## src/rtl/seq_shifter.sv

```systemverilog
// Sequential multi-mode shifter: parallel load, then N 1-bit shift/rotate steps under a 3-state FSM.
// Latency: amount cycles busy plus one done cycle; no backpressure. Optional carry flop under SEQ_SHIFTER_CARRY_EN.
module seq_shifter #(
    parameter int N  = 8,
    parameter int AW = 3
) (
    input  logic          clk,
    input  logic          rst,
    input  logic          ld,
    input  logic [N-1:0]  data_in,
    input  logic          ser_in,
    input  logic          start,
    input  logic [2:0]    mode,
    input  logic [AW-1:0] amount,
    output logic [N-1:0]  data_out,
    output logic          busy,
    output logic          done
`ifdef SEQ_SHIFTER_CARRY_EN
    ,
    output logic          c_out
`endif
);

    typedef enum logic [1:0] {
        IDLE  = 2'd0,
        SHIFT = 2'd1,
        DONE  = 2'd2
    } state_t;

    localparam logic [2:0] MODE_LSL = 3'b000;
    localparam logic [2:0] MODE_LSR = 3'b001;
    localparam logic [2:0] MODE_ASR = 3'b010;
    localparam logic [2:0] MODE_ROL = 3'b011;
    localparam logic [2:0] MODE_ROR = 3'b100;

    state_t        state, state_nxt;
    logic [AW-1:0] cnt, cnt_nxt;
    logic [2:0]    mode_q, mode_nxt;
    logic [N-1:0]  shreg, shreg_nxt;
    logic [N-1:0]  step_val;

    // One step of the latched operation; reserved modes leave the value alone.
    always_comb begin
        step_val = shreg;
        case (mode_q)
            MODE_LSL: step_val = {shreg[N-2:0], ser_in};
            MODE_LSR: step_val = {ser_in, shreg[N-1:1]};
            MODE_ASR: step_val = {shreg[N-1], shreg[N-1:1]};
            MODE_ROL: step_val = {shreg[N-2:0], shreg[N-1]};
            MODE_ROR: step_val = {shreg[0], shreg[N-1:1]};
            default:  step_val = shreg;
        endcase
    end

    always_comb begin
        state_nxt = state;
        cnt_nxt   = cnt;
        mode_nxt  = mode_q;
        shreg_nxt = shreg;
        case (state)
            IDLE: begin
                if (ld) begin
                    shreg_nxt = data_in;
                end else if (start) begin
                    mode_nxt  = mode;
                    cnt_nxt   = amount;
                    state_nxt = (amount == '0) ? DONE : SHIFT;
                end
            end
            SHIFT: begin
                shreg_nxt = step_val;
                cnt_nxt   = cnt - {{(AW-1){1'b0}}, 1'b1};
                if (cnt == {{(AW-1){1'b0}}, 1'b1}) begin
                    state_nxt = DONE;
                end
            end
            DONE: begin
                state_nxt = IDLE;
            end
            default: begin
                state_nxt = IDLE;
            end
        endcase
    end

    always_ff @(posedge clk or negedge rst) begin
        if (!rst) begin
            state  <= IDLE;
            cnt    <= '0;
            mode_q <= '0;
            shreg  <= '0;
        end else begin
            state  <= state_nxt;
            cnt    <= cnt_nxt;
            mode_q <= mode_nxt;
            shreg  <= shreg_nxt;
        end
    end

    assign data_out = shreg;
    assign busy     = (state == SHIFT);
    assign done     = (state == DONE);

`ifdef SEQ_SHIFTER_CARRY_EN
    logic step_out;
    logic step_vld;

    always_comb begin
        step_out = 1'b0;
        step_vld = 1'b1;
        case (mode_q)
            MODE_LSL, MODE_ROL: step_out = shreg[N-1];
            MODE_LSR, MODE_ASR, MODE_ROR: step_out = shreg[0];
            default: step_vld = 1'b0;
        endcase
    end

    always_ff @(posedge clk or negedge rst) begin
        if (!rst) begin
            c_out <= 1'b0;
        end else if (state == IDLE && ld) begin
            c_out <= 1'b0;
        end else if (state == SHIFT && step_vld) begin
            c_out <= step_out;
        end
    end
`endif

endmodule

```

## config.mk

```make
export PLATFORM = sky130hd
export DESIGN_NAME = seq_shifter
export DESIGN_NICKNAME = d
export VERILOG_FILES = /design/src/rtl/seq_shifter.sv
export SDC_FILE = /design/constraint.sdc
export NUM_CORES = 1
export LEC_CHECK = 0
export ABC_CLOCK_PERIOD_IN_PS = 1700
export CORE_MARGIN = 2
export CORE_UTILIZATION = 40
export DETAILED_ROUTE_END_ITERATION = 12
export PLACE_DENSITY_LB_ADDON = 0.08
export SLEW_MARGIN = 20
export SYNTH_ARGS = -nofsm -noshare
export SYNTH_HDL_FRONTEND = slang
export SYNTH_SLANG_ARGS = --single-unit
```

## constraint.sdc

```tcl
create_clock -name clk -period 1.7 [get_ports clk]
set_input_delay 0.17 -clock clk [delete_from_list [all_inputs] [get_ports clk]]
set_output_delay 0.17 -clock clk [all_outputs]
set_load 0.1 [all_outputs]
```

* Yosys cells after proc, flatten, opt, wreduce, memory -nomap -nowiden
Cells that the tools add are included.
Storage, ports and cells: flip-flop bits (word level) 16, latch bits 0, RAM bits 0, memory bits (read-only) 0, input port bits 19, output and inout bits 10, word-level logic and storage cells 41, memories 0
Cells by class: $add $sub $neg 1, multiply operators 0, div/mod/pow operators 0, order comparisons 0, equal/unequal tests 14, shifts and indexed selects 0, muxes and demuxes 11, bitwise operators 1, reductions and logical operators 9
Operator list (number):
- $pmux W8 S5 | 1
- $pmux W8 S2 | 1
- $reduce_and A3 Y1 | 4
- $mux W2 | 4
- $mux W8 | 1
- $ne A2 B2 Y1 const B | 4
- $eq A3 B1 Y1 const B | 2
- $eq A3 B2 Y1 const B | 2
- $logic_not A3 Y1 | 2
- $mux W3 | 2
- $ne A6 B1 Y1 const B | 1
- $pmux W3 S2 | 1
- $ne A5 B1 Y1 const B | 1
- $pmux W2 S2 | 1
- $reduce_and A4 Y1 | 1
- $eq A3 B3 Y1 const B | 1
- $sub A3 B1 Y3 const B | 1
- $eq A2 B1 Y1 const B | 1
- $eq A2 B2 Y1 const B | 1
- $logic_not A2 Y1 | 1
- $ne A2 B1 Y1 const B | 1
- $reduce_bool A2 Y1 | 1
- $not A1 Y1 | 1

* Logic depth before layout (Yosys ltp)
depth in word-level cells 5, gate-level depth with buffers 6

* Worst setup path before layout
OpenSTA, ideal clock, no wires.
path type register to register, from register state[0], to register shreg[0], in the netlist data_out[0], arrival 2.581 ns, slack -0.977 ns, cell stages (with the launch flop) 4, buffers on the path 0, cells stage by stage dfrtp_1 -> nor2b_1 -> o311ai_0 -> o31ai_2
Between the ends: word-level cells in the longest chain between the ends 3, elaborated cells on any way between the ends 7, those cells by class 3 x eq/ne; 1 x mux; 3 x reduce/logical
Ends and longest elaborated chain:
- from (decl) | line 36 | state_t state, state_nxt;
- from (signal assigned) | line 93 | state <= state_nxt;
- $eq A2 B1 Y1 *
- named net busy | line 16 | output logic busy,
- $ne A6 B1 Y1 (no source line) or $reduce_bool A2 Y1 (tied branches)
- $reduce_and A3 Y1 (no source line)
- to (signal assigned) | line 96 | shreg <= shreg_nxt;
- to (decl) | line 39 | logic [N-1:0] shreg, shreg_nxt;
Mark *: on every way through the listed nets, which the timed path passes. The rest lies on a longest branch. A chain may end at the register's enable or synchronous reset.

* Worst setup path in the final report
from register state[0], to register mode_q[0]
Between the ends: word-level cells in the longest chain between the ends 2
Ends and longest elaborated chain:
- $logic_not A2 Y1 | line 60 | case (state)
- $reduce_and A3 Y1 (no source line)
- to (signal assigned) | line 95 | mode_q <= mode_nxt;
- to (decl) | line 38 | logic [2:0] mode_q, mode_nxt;
Every way passes these cells.

==> impl_results.md <==
* CTS tree: yes
* Commonest cells after routing, fill and taps aside: clkdlybuf4s50_1, dfrtp_1, nor2_1
* Die area at 3120 sq um
* CP max stage delay at 0.45 ns
* Final Net Count at 173
* HPWL after detailed placement at 1910 um
* N_diodes at 0
* Global Route Usage Sum at 16.8%
* Buf/Inv on CP at 0
* Slew @ Worst Pin at 0.493 ns
* Clock Path Buffers at 2
* CP Launch Point: state[0]$_DFFE_PN0P_
* Setup-failing EPs final at 0
* Hold-fix buffers, CTS at 0
* Syn_area_per_cell at 9.28 sq um
* Sequential area share after synthesis at 37.2%
* FF-to-FF Start: state[0]$_DFFE_PN0P_
* Max Slew Vio Count at 0
* Detailed Route WL at 2500 um
* Async SR Flop Fraction at 100%
* Flops & latches, synth at 16
* Number of CTS-inserted buffers at 3
* Crit path capture type: flip-flop
* Initial core utilization at 42.7%
* Crit share post-route at 91.9%
* CP max FO at 5
* Post-DP Area at 1540 sq um
* Max-cap violation count at 0
* Port bufs at 28
* F_max at 640 MHz
* WL/cell at 13.8 um
* Initial antenna violation count at 0
* Reg2reg end: mode_q[0]$_DFFE_PN0P_
* Critical path class: flip-flop to flip-flop
* Fin crit period at 1.56 ns
* Worst Path Required at 1.87 ns
* Share of post-route cells with drive strength above 1 at 22.5%
* Post-route ant nets at 0
* FF-to-FF path depth at 3
* Core footprint at 2520 sq um
* Worst path cell trace: or3b_1 -> nor2_1 -> mux2_2
* End of the critical path: mode_q[0]$_DFFE_PN0P_
* Cell Area, Synth at 1080 sq um
* Largest net degree at the start of global routing at 17
* Crit path launch type: flip-flop
* Vias at 1,006
* Status: complete, no violations
* Final clock skew at 0.0105 ns
* Worst-path clk slew at 0.10 ns
* Arrival time worst endpoint at 1.73 ns
* Design Area, Final at 1570 sq um
* Io pins at 29
* Initial drt markers at 14
* Vias in the first global route at 959
* Cell family with most CP delay: simple AND/OR/NAND/NOR gates
* Clock Latency Late Sink at 0.28 ns
* Syn_nets at 137
* Post-CTS setup buffers at 0
* Post-CTS resize count at 0
* CTS sink count at 16
* DRT Pass-1 Iters at 4
* Finished Core Util at 62.2%
* Row cnt at 18
* DRC viols at 0
* CP max-delay cell: dfrtp_1
* Chip height at 55.9 um
* Post-synth EDFFs at 0
* Die width at 55.9 um
* Distinct cells, synth at 36
* Unrepaired setup endpoints after global routing: false
* Critical Path Stages at 3
* Top FF cell, synth: dfrtp_1
* Layout area overhead at 45.8%
* Clk root buf: clkbuf_4
* Placer congestion estimate at 0.775
* Drt via density at 5.56
* H-tree depth at 1
* First-pass GRT wire length at 4210 um
* Hold crit path type: input pin to async pin
* Final Hold Viols at 0
* Total grt overflow at 0
* R2R setup slack at 0.14 ns
* Ys Warns at 0
* Post-Syn Instances at 116
* Worst relative slew slack at 67.0%
* Commonest non-fill, non-tap cell in the layout: clkdlybuf4s50_1
[state kept, by name (all words and copies together) (netlist names)]
name and cells:
cnt 3, mode_q 3, data_out 8, state 2
[per-stage QoR]
step	hold slack (ns)	instances	setup TNS, ns	setup slack [ns]
after CTS	0.211	181	0	0.115
final	0.202	181	0	0.138
after global placement	0.474	177	0	0.0159
after global routing	0.225	181	0	0.0615
after floorplan	-0.126	116	0	0.0133
after detailed placement	0.495	177	-0.170	-0.0584
[Yosys cell counts, types with 3 or more instances]
cell type  instances  area (sq um)
mux2i_1            5          50.1
clkbuf_1           4          15.0
o211ai_1           6          45.0
a22oi_1            7          52.6
nor3_1             3          15.0
mux2_2             5          56.3
nor2b_1            8          50.1
nor2_1            14          52.6
nand2b_1           3          18.8
o22a_1             3          26.3
nand2_1            7          26.3
a21oi_1            7          35.0
dfrtp_1           16           400
inv_1              3          11.3
[final cells by class]
| cell class | count | area (sq um) |
|---|---|---|
| inverter | 3 | 11.3 |
| clock buffer | 4 | 26.3 |
| tap | 30 | 37.5 |
| timing repair buffer | 38 | 455 |
| multi-input combinational | 90 | 637 |
| sequential | 16 | 402 |
| fill | 213 | 953 |
[kinds of logic (layout without fill, tap and decap cells)]
kind of cell / after synthesis / in the layout / synth area share (%)
simple gates: 42 / 42 / 19.8
flops: 16 / 16 / 37.2
xor+xnor: 1 / 1 / 1.51
fa+ha+maj: 2 / 2 / 2.33
mux: 10 / 10 / 9.88
compound gates: 35 / 35 / 24.3
buf+inv: 10 / 45 / 5.00
[worst min path at each step]
stage / end / cells past startpoint
final: data_out[4]$_DFFE_PN0P_ / 2
after global routing: data_out[4]$_DFFE_PN0P_ / 2
after CTS: data_out[4]$_DFFE_PN0P_ / 2
after detailed placement: cnt[1]$_DFFE_PN0P_ / 1
after global placement: cnt[1]$_DFFE_PN0P_ / 1
after floorplan: cnt[0]$_DFFE_PN0P_ / 0
[worst reg2reg max path, cell delays in order (launching register included)]
cell     delay [ns]
dfrtp_1        0.45
or3b_1         0.41
nor2_1         0.23
mux2_2         0.37
[per-layer routing]
layer | wire, um | track usage [%] | part of all wire (%) | vias to the layer above
met5 | 0 | 0 | 0 | -
met4 | 50 | 7.14 | 2.0 | 0
met3 | 107 | 2.79 | 4.3 | 4
met2 | 1250 | 29.4 | 50 | 24
met1 | 1090 | 20.2 | 44 | 478
li1 | - | - | - | 500
Power is not shown: default switching activity piles up to over one toggle a cycle in this logic, so the estimate is an artifact.
